### src/rtl/mss_pkg.sv
// Shared types and constants for the MSS stream reader slice.
// Optional build macro: MSS_RD_PARITY_EN adds a per-word even-parity bit to the stream.
package mss_pkg;

  typedef enum logic [1:0] {
    IDLE  = 2'd0,
    RUN   = 2'd1,
    DRAIN = 2'd2
  } rd_state_e;

  localparam int RD_BUF_DEPTH = 2;
  localparam int RD_PTR_W     = $clog2(RD_BUF_DEPTH);
  localparam int RD_CNT_W     = $clog2(RD_BUF_DEPTH + 1);

  localparam int MSS_ADDR_W = 8;
  localparam int MSS_DATA_W = 16;

endpackage

### src/rtl/mss_stream_reader_if.sv
// RAM read port and output stream of the MSS stream reader.
// Optional build macro: MSS_RD_PARITY_EN adds out_parity to the stream.
interface mss_stream_reader_if
  import mss_pkg::*;
#(
  parameter int ADDR_W = MSS_ADDR_W,
  parameter int DATA_W = MSS_DATA_W
);
  logic              mem_rd_en;
  logic [ADDR_W-1:0] mem_rd_addr;
  logic [DATA_W-1:0] mem_rd_data;
  logic              out_valid;
  logic              out_ready;
  logic [DATA_W-1:0] out_data;
  logic              out_last;
`ifdef MSS_RD_PARITY_EN
  logic              out_parity;
`endif

  modport master (
    output mem_rd_en,
    output mem_rd_addr,
    input  mem_rd_data,
    output out_valid,
    output out_data,
    output out_last,
`ifdef MSS_RD_PARITY_EN
    output out_parity,
`endif
    input  out_ready
  );

  modport slave (
    input  mem_rd_en,
    input  mem_rd_addr,
    output mem_rd_data,
    input  out_valid,
    input  out_data,
    input  out_last,
`ifdef MSS_RD_PARITY_EN
    input  out_parity,
`endif
    output out_ready
  );

endinterface

### src/rtl/mss_rd_skid_fifo.sv
// Two-entry FIFO that absorbs the RAM read latency and stream backpressure.
// Simultaneous push and pop are both performed; storage is not reset.
module mss_rd_skid_fifo
  import mss_pkg::*;
#(
  parameter int WIDTH = MSS_DATA_W + 1
) (
  input  logic                CLK,
  input  logic                RESETn,
  input  logic                i_push,
  input  logic                i_pop,
  input  logic [WIDTH-1:0]    i_din,
  output logic [WIDTH-1:0]    o_dout,
  output logic                o_full,
  output logic                o_empty,
  output logic [RD_CNT_W-1:0] o_count
);

  logic [WIDTH-1:0]    r_mem [RD_BUF_DEPTH];
  logic [RD_PTR_W-1:0] r_wr_ptr;
  logic [RD_PTR_W-1:0] r_rd_ptr;
  logic [RD_CNT_W-1:0] r_count;
  logic                w_do_push;
  logic                w_do_pop;

  assign o_full    = (r_count == RD_CNT_W'(RD_BUF_DEPTH));
  assign o_empty   = (r_count == '0);
  assign o_count   = r_count;
  assign o_dout    = r_mem[r_rd_ptr];
  assign w_do_pop  = i_pop && !o_empty;
  assign w_do_push = i_push && (!o_full || w_do_pop);

  always_ff @(posedge CLK or negedge RESETn) begin
    if (!RESETn) begin
      r_wr_ptr <= '0;
      r_rd_ptr <= '0;
      r_count  <= '0;
    end else begin
      if (w_do_push) r_wr_ptr <= r_wr_ptr + RD_PTR_W'(1);
      if (w_do_pop)  r_rd_ptr <= r_rd_ptr + RD_PTR_W'(1);
      case ({w_do_push, w_do_pop})
        2'b10:   r_count <= r_count + RD_CNT_W'(1);
        2'b01:   r_count <= r_count - RD_CNT_W'(1);
        default: r_count <= r_count;
      endcase
    end
  end

  always_ff @(posedge CLK) begin
    if (w_do_push) r_mem[r_wr_ptr] <= i_din;
  end

endmodule

### src/rtl/mss_stream_reader.sv
// Reads one frame from a sync-read RAM at the MSS counter address and streams it out.
// Optional build macro: MSS_RD_PARITY_EN stores and presents an even-parity bit per word.
module mss_stream_reader
  import mss_pkg::*;
#(
  parameter int ADDR_W = MSS_ADDR_W,
  parameter int DATA_W = MSS_DATA_W
) (
  input  logic              CLK,
  input  logic              RESETn,
  input  logic              start,
  input  logic              stop,
  input  logic [ADDR_W-1:0] addr_in,
  output logic              advance,
  output logic              busy,
  output logic              frame_done,
  mss_stream_reader_if.master bus
);

`ifdef MSS_RD_PARITY_EN
  localparam int ENT_W = DATA_W + 2;
`else
  localparam int ENT_W = DATA_W + 1;
`endif

  rd_state_e           r_state;
  rd_state_e           w_state_nxt;
  logic                r_inflight;
  logic                r_inflight_last;
  logic                w_issue;
  logic                w_credit;
  logic                w_pop;
  logic                w_full;
  logic                w_empty;
  logic [RD_CNT_W-1:0] w_count;
  logic [RD_CNT_W:0]   w_occ;
  logic [ENT_W-1:0]    w_push_ent;
  logic [ENT_W-1:0]    w_head;

  // A word leaving the buffer this cycle frees its slot for a new read, which keeps 1 word/cycle.
  assign w_pop    = !w_empty && bus.out_ready;
  assign w_occ    = {1'b0, w_count} + (RD_CNT_W+1)'(r_inflight) - (RD_CNT_W+1)'(w_pop);
  assign w_credit = !(w_full && !w_pop) && (w_occ < (RD_CNT_W+1)'(RD_BUF_DEPTH));

  always_comb begin
    w_state_nxt = r_state;
    w_issue     = 1'b0;
    frame_done  = 1'b0;
    case (r_state)
      IDLE:  if (start) w_state_nxt = RUN;
      RUN: begin
        if (stop) begin
          w_state_nxt = DRAIN;
        end else if (w_credit) begin
          w_issue = 1'b1;
          if (addr_in == '1) w_state_nxt = DRAIN;
        end
      end
      DRAIN: begin
        if (w_empty && !r_inflight) begin
          w_state_nxt = IDLE;
          frame_done  = 1'b1;
        end
      end
      default: w_state_nxt = IDLE;
    endcase
  end

  always_ff @(posedge CLK or negedge RESETn) begin
    if (!RESETn) begin
      r_state         <= IDLE;
      r_inflight      <= 1'b0;
      r_inflight_last <= 1'b0;
    end else begin
      r_state         <= w_state_nxt;
      r_inflight      <= w_issue;
      r_inflight_last <= w_issue && (addr_in == '1);
    end
  end

`ifdef MSS_RD_PARITY_EN
  assign w_push_ent     = {^bus.mem_rd_data, r_inflight_last, bus.mem_rd_data};
  assign bus.out_parity = !w_empty && w_head[DATA_W+1];
`else
  assign w_push_ent     = {r_inflight_last, bus.mem_rd_data};
`endif

  mss_rd_skid_fifo #(.WIDTH(ENT_W)) u_fifo (
    .CLK     (CLK),
    .RESETn  (RESETn),
    .i_push  (r_inflight),
    .i_pop   (w_pop),
    .i_din   (w_push_ent),
    .o_dout  (w_head),
    .o_full  (w_full),
    .o_empty (w_empty),
    .o_count (w_count)
  );

  // Stream outputs are forced to zero while the buffer is empty.
  assign advance         = w_issue;
  assign busy            = (r_state != IDLE);
  assign bus.mem_rd_en   = w_issue;
  assign bus.mem_rd_addr = addr_in;
  assign bus.out_valid   = !w_empty;
  assign bus.out_data    = w_empty ? '0 : w_head[DATA_W-1:0];
  assign bus.out_last    = !w_empty && w_head[DATA_W];

endmodule

### src/flat_wrapper.sv
// flat-port wrapper written by rule: the top's interface ports become plain ports
module mss_stream_reader_flat import mss_pkg::*;
#(
  parameter int ADDR_W = MSS_ADDR_W,
  parameter int DATA_W = MSS_DATA_W
)
  (CLK, RESETn, start, stop, addr_in, advance, busy, frame_done, bus_mem_rd_en, bus_mem_rd_addr, bus_mem_rd_data, bus_out_valid, bus_out_data, bus_out_last, bus_out_ready);
  mss_stream_reader_if #(.ADDR_W(ADDR_W), .DATA_W(DATA_W)) bus_i ();
  input  logic CLK;
  input  logic RESETn;
  input  logic start;
  input  logic stop;
  input  logic [ADDR_W-1:0] addr_in;
  output logic advance;
  output logic busy;
  output logic frame_done;
  output wire logic [$bits(bus_i.mem_rd_en)-1:0] bus_mem_rd_en;
  output wire logic [$bits(bus_i.mem_rd_addr)-1:0] bus_mem_rd_addr;
  input wire logic [$bits(bus_i.mem_rd_data)-1:0] bus_mem_rd_data;
  output wire logic [$bits(bus_i.out_valid)-1:0] bus_out_valid;
  output wire logic [$bits(bus_i.out_data)-1:0] bus_out_data;
  output wire logic [$bits(bus_i.out_last)-1:0] bus_out_last;
  input wire logic [$bits(bus_i.out_ready)-1:0] bus_out_ready;
  assign bus_mem_rd_en = bus_i.mem_rd_en;
  assign bus_mem_rd_addr = bus_i.mem_rd_addr;
  assign bus_i.mem_rd_data = bus_mem_rd_data;
  assign bus_out_valid = bus_i.out_valid;
  assign bus_out_data = bus_i.out_data;
  assign bus_out_last = bus_i.out_last;
  assign bus_i.out_ready = bus_out_ready;
  mss_stream_reader #(.ADDR_W(ADDR_W), .DATA_W(DATA_W)) u_core (.CLK(CLK), .RESETn(RESETn), .start(start), .stop(stop), .addr_in(addr_in), .advance(advance), .busy(busy), .frame_done(frame_done), .bus(bus_i));
endmodule
### config.mk
export PLATFORM = sky130hd
export DESIGN_NAME = mss_stream_reader_flat
export DESIGN_NICKNAME = d
export VERILOG_FILES = /design/src/rtl/mss_pkg.sv /design/src/rtl/mss_stream_reader_if.sv /design/src/rtl/mss_rd_skid_fifo.sv /design/src/rtl/mss_stream_reader.sv /design/src/flat_wrapper.sv
export SDC_FILE = /design/constraint.sdc
export NUM_CORES = 1
export LEC_CHECK = 0
export CELL_PAD_IN_SITES_DETAIL_PLACEMENT = 1
export CELL_PAD_IN_SITES_GLOBAL_PLACEMENT = 2
export CORE_ASPECT_RATIO = 0.8
export CORE_MARGIN = 3
export CORE_UTILIZATION = 32
export CTS_CLUSTER_DIAMETER = 120
export DETAILED_ROUTE_END_ITERATION = 6
export PLACE_DENSITY_LB_ADDON = 0.3
export SLEW_MARGIN = 15
export SYNTH_ARGS = -nofsm -noshare
export SYNTH_HDL_FRONTEND = slang
export SYNTH_SLANG_ARGS = --single-unit
### constraint.sdc
create_clock -name CLK -period 7.2 [get_ports CLK]
set_clock_uncertainty 0.15 [all_clocks]
set_input_delay 1.8 -clock CLK [delete_from_list [all_inputs] [get_ports CLK]]
set_output_delay 1.8 -clock CLK [all_outputs]
set_load 0.01 [all_outputs]
---- After elaboration in Yosys (flattened, before gate mapping) ----
Memories as Yosys holds them, arrays and structs flattened.
Cells that the tools add are included.
cells by class
  $add $sub $neg .......................... 6
  multiply operators ...................... 0
  divide/modulo/power cells ............... 0
  $lt $le $gt $ge ......................... 1
  equal/unequal tests ..................... 10
  shift-type cells ........................ 0
  muxes and demuxes ....................... 15
  bitwise gates (word level) .............. 0
  reduce and logical (&&, ||, !) cells .... 19
operators with widths
  cell                                                                   count
  16-bit 2-to-1 mux                                                      1
  2-bit 2-to-1 mux                                                       5
  8-bit equality test, second input constant                             1
  1-bit logical AND                                                      8
  1-bit 2-to-1 mux                                                       7
  2-bit equality test, second input constant                             3
  3-bit by 2-bit != test with 1-bit output, second input constant        2
  2-bit case mux with 3 select lines                                     1
  1-bit zero test                                                        5
  2-bit by 1-bit equality test with 1-bit output, second input constant  2
  2-bit zero test                                                        2
  2-bit case mux with 2 select lines                                     1
  4-bit AND reduction                                                    1
  2-bit nonzero test                                                     2
  2-bit by 1-bit adder with 3-bit output                                 1
  3-bit by 2-bit < comparator with 1-bit output, second input constant   1
  3-bit by 1-bit subtractor with 3-bit output                            1
  1-bit adder, second input constant                                     2
  2-bit by 1-bit adder with 2-bit output, second input constant          1
  2-bit by 1-bit != test with 1-bit output, second input constant        1
  2-bit != test, second input constant                                   1
  2-bit by 1-bit subtractor with 2-bit output, second input constant     1
  1-bit logical OR                                                       1
storage, ports and cells
  bits in registers ....................... 8
  bits in latches ......................... 0
  memory bits (writable) .................. 34
  memory bits (read-only) ................. 0
  input port bits ......................... 29
  output and inout bits ................... 30
  memories kept ........................... 1
memory list
  name                 words  width  read ports  clocked after memory_dff  wr ports  RTL line                source
  u_core.u_fifo.r_mem  2      17     1           0                         1         mss_rd_skid_fifo.sv:19  logic [WIDTH-1:0] r_mem [RD_BUF_DEPTH];

---- Longest topological paths before layout ----
Gate-level depths: netlist of the first run.
  depth after elaboration ................. 11
  depth in mapped cells ................... 11

---- Hierarchy ----
From an unflattened synthesis of the first run, not the netlist that was laid out.
unflattened totals
  cells, all modules ...................... 134
  area total of the unflattened synthesis .. 1948.1 µm²
modules (own cells, without submodules)
  module             instances  cells each  area an instance (µm²)
  mss_rd_skid_fifo   1          75          1453.9
  mss_stream_reader  1          59          494.2

---- Least setup slack after synthesis of the first run ----
No wires, ideal clock.
  path kind ............................... input to output
  start ................................... input bus_out_ready
  end ..................................... output bus_mem_rd_en
  arrival time ............................ 3.319 ns
  path slack .............................. 1.931 ns
  stages on the path ...................... 8
  buffers on the path ..................... 1
  path through ............................ and2_1 -> ha_1 -> nand2b_1 -> fa_1 -> nor2_1 -> o21ai_0 -> nor2_1 -> buf_4
on the way
  word-level cells in the longest chain between the ends .. 8
  elaborated cells on any way between the ends .. 10
RTL lines
  item                                                                                                 RTL line                 source
  start: declaration                                                                                   flat_wrapper.sv:23       input wire logic [$bits(bus_i.out_ready)-1:0] bus_out_ready;
  1-bit logical AND (*)                                                                                mss_stream_reader.sv:41  assign w_pop = !w_empty && bus.out_ready;
  parallel branches: the longest is 3 deep, another holds 3-bit by 1-bit subtractor with 3-bit output  --
  1-bit logical AND (*)                                                                                mss_stream_reader.sv:43  assign w_credit = !(w_full && !w_pop) && (w_occ < (RD_CNT_W+1)'(RD_BUF_DEPTH));
  1-bit 2-to-1 mux (*)                                                                                 mss_stream_reader.sv:54  end else if (w_credit) begin
  1-bit 2-to-1 mux (*)                                                                                 mss_stream_reader.sv:52  if (stop) begin
  1-bit 2-to-1 mux (*)                                                                                 mss_stream_reader.sv:49  case (r_state)
  end: declaration                                                                                     flat_wrapper.sv:17       output wire logic [$bits(bus_i.mem_rd_en)-1:0] bus_mem_rd_en;
Every way passes the cells marked *.

---- Worst setup path in the final report of the first run ----
  start ................................... input bus_out_ready
  end ..................................... output advance
on the way
  word-level cells in the longest chain between the ends .. 8
  elaborated cells on any way between the ends .. 10
RTL lines
  item                                                                                                 RTL line                 source
  1-bit logical AND (*)                                                                                mss_stream_reader.sv:41
  parallel branches: the longest is 3 deep, another holds 3-bit by 1-bit subtractor with 3-bit output  --
  1-bit logical AND (*)                                                                                mss_stream_reader.sv:43
  1-bit 2-to-1 mux (*)                                                                                 mss_stream_reader.sv:54
  1-bit 2-to-1 mux (*)                                                                                 mss_stream_reader.sv:52
  1-bit 2-to-1 mux (*)                                                                                 mss_stream_reader.sv:49
  end: declaration                                                                                     flat_wrapper.sv:14       output logic advance;
Marks and branches as above.

==> run_results.csv, run 1 <==
group,metric,value,unit
power,leakage,0.0009327,uW
power,intPower,560.3,uW
cells_and_area,final_cell_mix,"58 x clkdlybuf4s50_1, 34 x edfxtp_1, 19 x nor2_1",
clocking,postCtsSetupBuffers,0,
placed_design,gp_congestion,0.6945,
grt,grt_busiest_layer,"met2",
drt,drtIter0Drc,45,
power,p_comb_share,32.6,%
synthesis,async_reset_ff_share,19.05,%
grt,grt_first_pass_wirelength,6361,um
grt,grt.total_usage,12.54,%
synthesis,synth_area_leaders,"edfxtp_1 56%, dfrtp_1 11%, mux2i_1 9.3%",
cells_and_area,final_nets,213,
timing,min_period,6379,ps
clocking,path_clk_slew,80,ps
synthesis,ys_seq_area_share,66.49,%
grt,antenna_found_initial,0,
clocking,ctsHoldBuffers,0,
synthesis,synth_flop_cell,"edfxtp_1",
drt,first_pass_iters,4,
power,p_seq_share,45.0,%
critical_path,arrival,4430,ps
floorplanning,rows,24,
critical_path,worstSetupPathType,"in2out",
cells_and_area,mostFrequentLayoutCell,"clkdlybuf4s50_1",
cells_and_area,diodes,0,
grt,grt_util_met2,21.69,%
timing,finalSetupTns,0,ps
clocking,cts.path.max_buffers,2,
power,pwr-share-clk,22.3,%
grt,grt-ovfl-total,0,
drt,vias,1171,
synthesis,synth_top_area_cell,"edfxtp_1",
synthesis,ys.warnings.count,0,
placed_design,portBuffers,58,
power,powerDensity,321.7,nW/um^2
timing,maxSlewViolCount,0,
drt,drc,0,
timing,period_share,88.59,%
power,finalPower,812.3,uW
timing,hold_viol,0,
synthesis,syn_area,1837,sq um
clocking,cts_sinks,42,
cells_and_area,area.growth.synth_to_final,37.47,%
clocking,cts_buffers,5,
timing,max_slew_margin,31.02,%
floorplanning,die_y,73.77,um
grt,first_global_vias,1319,
synthesis,ys_ff_latch,42,
floorplanning,die_area,6691,sq um
clocking,ctsRootBufferMaster,"clkbuf_8",
synthesis,syn_inst,132,
clocking,tritoncts,"done",
floorplanning,ioPinCount,59,
timing,max_freq,156.8,MHz
critical_path,cp_max_fo,7,
grt,use_met1,14.65,%
drt,wire_per_inst,15.42,um
power,irDropWorstVdd,0.1315,mV
floorplanning,initial_utilization,33.42,%
flow_run,drv_cap,0,
floorplanning,core,5495,sq um
grt,grt_util_met3,3.685,%
critical_path,cp-end-kind,"output port",
drt,viasPerCell,4.487,
clocking,h-tree-depth,2,
power,p_sw,252.0,uW
run_status,status,"complete, no violations",
drt,routed_wirelength,4024,um
synthesis,synth_edf_count,34,
synthesis,yosysUniqueCellTypes,35,
timing,setup-violations-final,0,
critical_path,required,5250,ps
cells_and_area,drive_gt1_share,6.011,%
placed_design,dpl.hpwl,2958,um
floorplanning,dieWidth,90.71,um
timing,rsz0062_at_grt,"no",
cells_and_area,fill_cells,578,
timing,tightest_slew,1035,ps
grt,grt_max_degree,20,
synthesis,avgSynthCellArea,13.91,sq um
synthesis,synth_top_area_share,55.59,%
synthesis,synth_fp_nets,163,
power,switching_share,31.02,%
critical_path,cp-start-kind,"primary input",
drt,drtAntennaViolNets,0,
clocking,post_cts_resized,0,
clocking,insertion_delay,290,ps
min_path,min_path_type,"reg2reg",
per-layer routing:
metal / wire length [um] / share of wire [%]
met5: 0 / 0
met4: 69 / 1.7
met3: 221 / 5.5
met2: 2015 / 50
met1: 1717 / 43
worst max-delay path: stages:
cell             delay [ps]
clkdlybuf4s50_1         590
and2_1                  210
ha_1                    240
nand2b_1                160
fa_1                    390
nor2_1                  140
o21ai_0                 110
nor2_1                  190
clkdlybuf4s50_1         580
registers in the layout, indices dropped and copies added, names as in the netlist:
signal	flops
u_core.u_fifo.r_mem	34
u_core.r_state	2
u_core.u_fifo.o_count	2
u_core.r_inflight	1
u_core.r_inflight_last	1
u_core.u_fifo.r_rd_ptr	1
u_core.u_fifo.r_wr_ptr	1
final cells by class:
type	instances	area [sq um]	area share, %
clock buffers	6	72.57	2.874
clock inverters	2	37.54	1.487
inverters	6	22.52	0.8920
multi-input cells	69	493.0	19.52
flip-flops and latches	42	1221	48.36
well taps	78	97.59	3.865
repair buffers	58	580.6	22.99
stage by stage:
stage | instances | setup slack [ps] | instance area, sq um | hold slack, ps | utilization [%]
after floorplan | 132 | 1931 | 1837 | 270.4 | -
after global placement | 253 | 965.8 | 2415 | 279.8 | 43.94
after detailed placement | 253 | 811.4 | 2415 | 291.5 | 43.94
after CTS | 261 | 814.2 | 2525 | 310.6 | 45.95
after global routing | 261 | 631.4 | 2525 | 331.6 | 45.95
final | 261 | 821.3 | 2525 | 310.2 | 45.95
cells in the mapped netlist, types with 2 or more instances:
cell type,count
buf_4,10
nor3b_1,2
nand2b_1,2
buf_2,3
mux2i_1,17
and4_1,2
nor2_1,21
o21ai_0,3
inv_1,6
dfrtp_1,8
edfxtp_1,34
power groups by stage:
stage	Sequential, uW	Clock [uW]	Combinational [uW]
global placement	368	0	263
floorplan	330	0	184
detailed placement	372	0	270
finish	366	181	265
CTS	367	188	272
global route	374	200	293
final timing paths:
| check | from | slack, ps | to | cells after the start |
|---|---|---|---|---|
| min in group asynchronous | RESETn | 1640 | u_core.r_inflight | 1 |
| max in group asynchronous | RESETn | 4980 | u_core.r_state[0] | 1 |
| min reg2reg | u_core.r_inflight_last | 310 | u_core.u_fifo.r_mem[1][16] | 0 |
| max reg2reg | u_core.u_fifo.o_count[1] | 4080 | u_core.r_state[1] | 9 |
| max | bus_out_ready | 820 | advance | 9 |
| min | u_core.r_inflight_last | 310 | u_core.u_fifo.r_mem[1][16] | 0 |
logic make-up after synthesis:
logic type	synth area share [%]
flip-flops	66.48
AND/OR/NAND/NOR	9.878
buffers and inverters	6.948
multiplexers	9.264
AO/OA/AOI/OAI	4.700
XOR/XNOR	0.9539
adder cells (fa/ha/maj)	1.771
No activity file was read; power rests on OpenSTA's default activity.
==> inputs of run 2 (changes only) <==
--- a/config.mk
+++ b/config.mk
@@ -5,11 +5,9 @@
 export SDC_FILE = /design/constraint.sdc
 export NUM_CORES = 1
 export LEC_CHECK = 0
-export CELL_PAD_IN_SITES_DETAIL_PLACEMENT = 1
-export CELL_PAD_IN_SITES_GLOBAL_PLACEMENT = 2
 export CORE_ASPECT_RATIO = 0.8
 export CORE_MARGIN = 3
-export CORE_UTILIZATION = 32
+export CORE_UTILIZATION = 45
 export CTS_CLUSTER_DIAMETER = 120
 export DETAILED_ROUTE_END_ITERATION = 6
 export PLACE_DENSITY_LB_ADDON = 0.3
==> constraint.sdc (replaced) <==
create_clock -name CLK -period 6.6 [get_ports CLK]
set_clock_uncertainty 0.15 [all_clocks]
set_input_delay 1.65 -clock CLK [delete_from_list [all_inputs] [get_ports CLK]]
set_output_delay 1.65 -clock CLK [all_outputs]
set_load 0.01 [all_outputs]
==> run 2 against run 1 <==
Net effect:
- routed wire length fell by 11%
- hold slack got worse by 4.7 ps
- power rose by 2.2%
- flip-flop and latch count did not move
- count of clock-buffer cells in the layout rose by 1
- setup slack got worse by 290 ps
- first-iteration DRC count rose by 40%
==> run_results.csv, run 2 (synthesized netlist as in run 1, its figures left out) <==
group,metric,value,unit
run_status,status,"complete, no violations",
drt,routed_wirelength,3601,um
drt,drtAntennaViolNets,0,
power,powerDensity,335.8,nW/um^2
critical_path,cp_max_fo,7,
critical_path,slowest_stage,"clkdlybuf4s50_1",
drt,drc,0,
drt,viasPerCell,4.774,
timing,setup_slack,530.4,ps
floorplanning,ioPinCount,59,
timing,tightest_slew,986.6,ps
clocking,postCtsSetupBuffers,0,
clocking,tritoncts,"done",
clocking,cts.path.max_buffers,2,
clocking,cts_buffers,5,
drt,wire_per_inst,15.07,um
clocking,h-tree-depth,2,
grt,grt-ovfl-total,0,
critical_path,arrival,4270,ps
grt,first_global_vias,1226,
cells_and_area,final_area,2472,sq um
cells_and_area,drive_gt1_share,4.891,%
placed_design,pre_cts_ws,546.2,ps
cells_and_area,top_register,"u_core.u_fifo.r_mem",
timing,setup-violations-final,0,
timing,whs,305.6,ps
power,intPower,573.7,uW
timing,min_period,6070,ps
grt,grt.total_usage,15.32,%
cells_and_area,largest_register_ffs,34,
timing,hold_viol,0,
critical_path,worstSetupPathType,"in2out",
timing,max_slew_margin,34.23,%
floorplanning,die_y,63.15,um
timing,period_share,91.96,%
cells_and_area,final_nets,215,
placed_design,portBuffers,58,
floorplanning,core,3854,sq um
critical_path,crit_chain,"clkdlybuf4s50_1 > and2_1 > ha_1 > nand2b_1 > fa_1 > nor2_1 > o21ai_0 > nor2_1 > clkdlybuf4s50_1",
grt,antenna_found_initial,0,
floorplanning,initial_utilization,47.66,%
critical_path,max_stage_delay,590,ps
cells_and_area,area.growth.synth_to_final,34.60,%
power,leakage,0.0009309,uW
flow_run,drv_cap,0,
power,p_seq_share,47.6,%
placed_design,dpl.hpwl,2645,um
timing,max_freq,164.8,MHz
clocking,insertion_delay,270,ps
clocking,ctsRootBufferMaster,"clkbuf_8",
floorplanning,rows,20,
floorplanning,die_area,4889,sq um
power,p_comb_share,34.6,%
placed_design,gp_congestion,0.8284,
cells_and_area,mostFrequentLayoutCell,"clkdlybuf4s50_1",
cells_and_area,final_cell_mix,"58 x clkdlybuf4s50_1, 34 x edfxtp_1, 21 x nor2_1",
timing,finalSetupTns,0,ps
clocking,cts_sinks,42,
floorplanning,dieWidth,77.43,um
timing,maxSlewViolCount,0,
drt,first_pass_iters,4,
drt,vias,1141,
clocking,post_cts_resized,0,
power,p_sw,256.6,uW
power,irDropWorstVdd,0.1964,mV
min_path,min_path_type,"reg2reg",
timing,rsz0062_at_grt,"no",
placed_design,dpl_cell_area,2396,sq um
cells_and_area,diodes,0,
grt,grt_max_degree,20,
critical_path,cp-end-kind,"output port",
clocking,path_clk_slew,70,ps
power,pwr-share-clk,17.7,%
power,switching_share,30.90,%
critical_path,cp-start-kind,"primary input",
critical_path,required,4800,ps
clocking,ctsHoldBuffers,0,
drt,drtIter0Drc,63,
grt,grt_first_pass_wirelength,5823,um
-- run 2: cell types whose count changed in the layout (fill, tap and decap cells not counted), sizes merged --
cell / delta
buf: +2
bufinv: -1
clkbuf: +1
clkinvlp: -1
-- run 2: routing by layer --
layer  track usage, %  wire, um  share of wire, %  vias up
met1            17.80      1487                41      545
met3            3.857       132               3.7        2
met2            28.13      1967                55       26
met4            4.000        13              0.36        0
li1                 -         -                 -      568
met5                0         0                 0        -
-- run 2: final timing paths --
| check | from | end | slack, ps | depth (start not counted) |
|---|---|---|---|---|
| setup / recovery | bus_out_ready | bus_mem_rd_en | 530 | 9 |
| hold / removal | u_core.r_inflight_last | u_core.u_fifo.r_mem[1][16] | 310 | 0 |
| setup reg to reg | u_core.u_fifo.o_count[1] | u_core.r_state[1] | 3480 | 9 |
| hold reg to reg | u_core.r_inflight_last | u_core.u_fifo.r_mem[1][16] | 310 | 0 |
| max in group asynchronous | RESETn | u_core.u_fifo.r_wr_ptr | 4520 | 1 |
| min in group asynchronous | RESETn | u_core.r_inflight | 1510 | 1 |
-- run 2: through the flow --
stage	std cells	util [%]	total power (uW)
floorplan	132	-	560.6
global placement	232	62.18	678.7
detailed placement	232	62.18	694.5
CTS	239	64.16	841.3
global route	239	64.16	879.4
finish	239	64.16	830.2
-- run 2: worst max-delay path: cells and delay by family --
kind                       cells  cell delay (ps)
adders and majority gates      2              650
and+or+nand+nor                4              710
AOI/OAI and AO/OA              1              100
buffers and inverters          2             1160
-- run 2: final cells by class --
type / instances / area [sq um]
inverters: 6 / 22.52
repair buffers: 60 / 595.6
multi-input cells: 69 / 488.0
fillers: 297 / 1381
clock buffers: 7 / 76.32
well taps: 55 / 68.82
flip-flops and latches: 42 / 1221
-- run 2: power groups by stage --
| stage | Sequential (uW) | Combinational, uW | Clock, uW |
|---|---|---|---|
| CTS | 397 | 293 | 151 |
| global route | 403 | 312 | 165 |
| detailed placement | 403 | 292 | 0 |
| global placement | 397 | 282 | 0 |
| finish | 395 | 288 | 147 |
| floorplan | 360 | 201 | 0 |
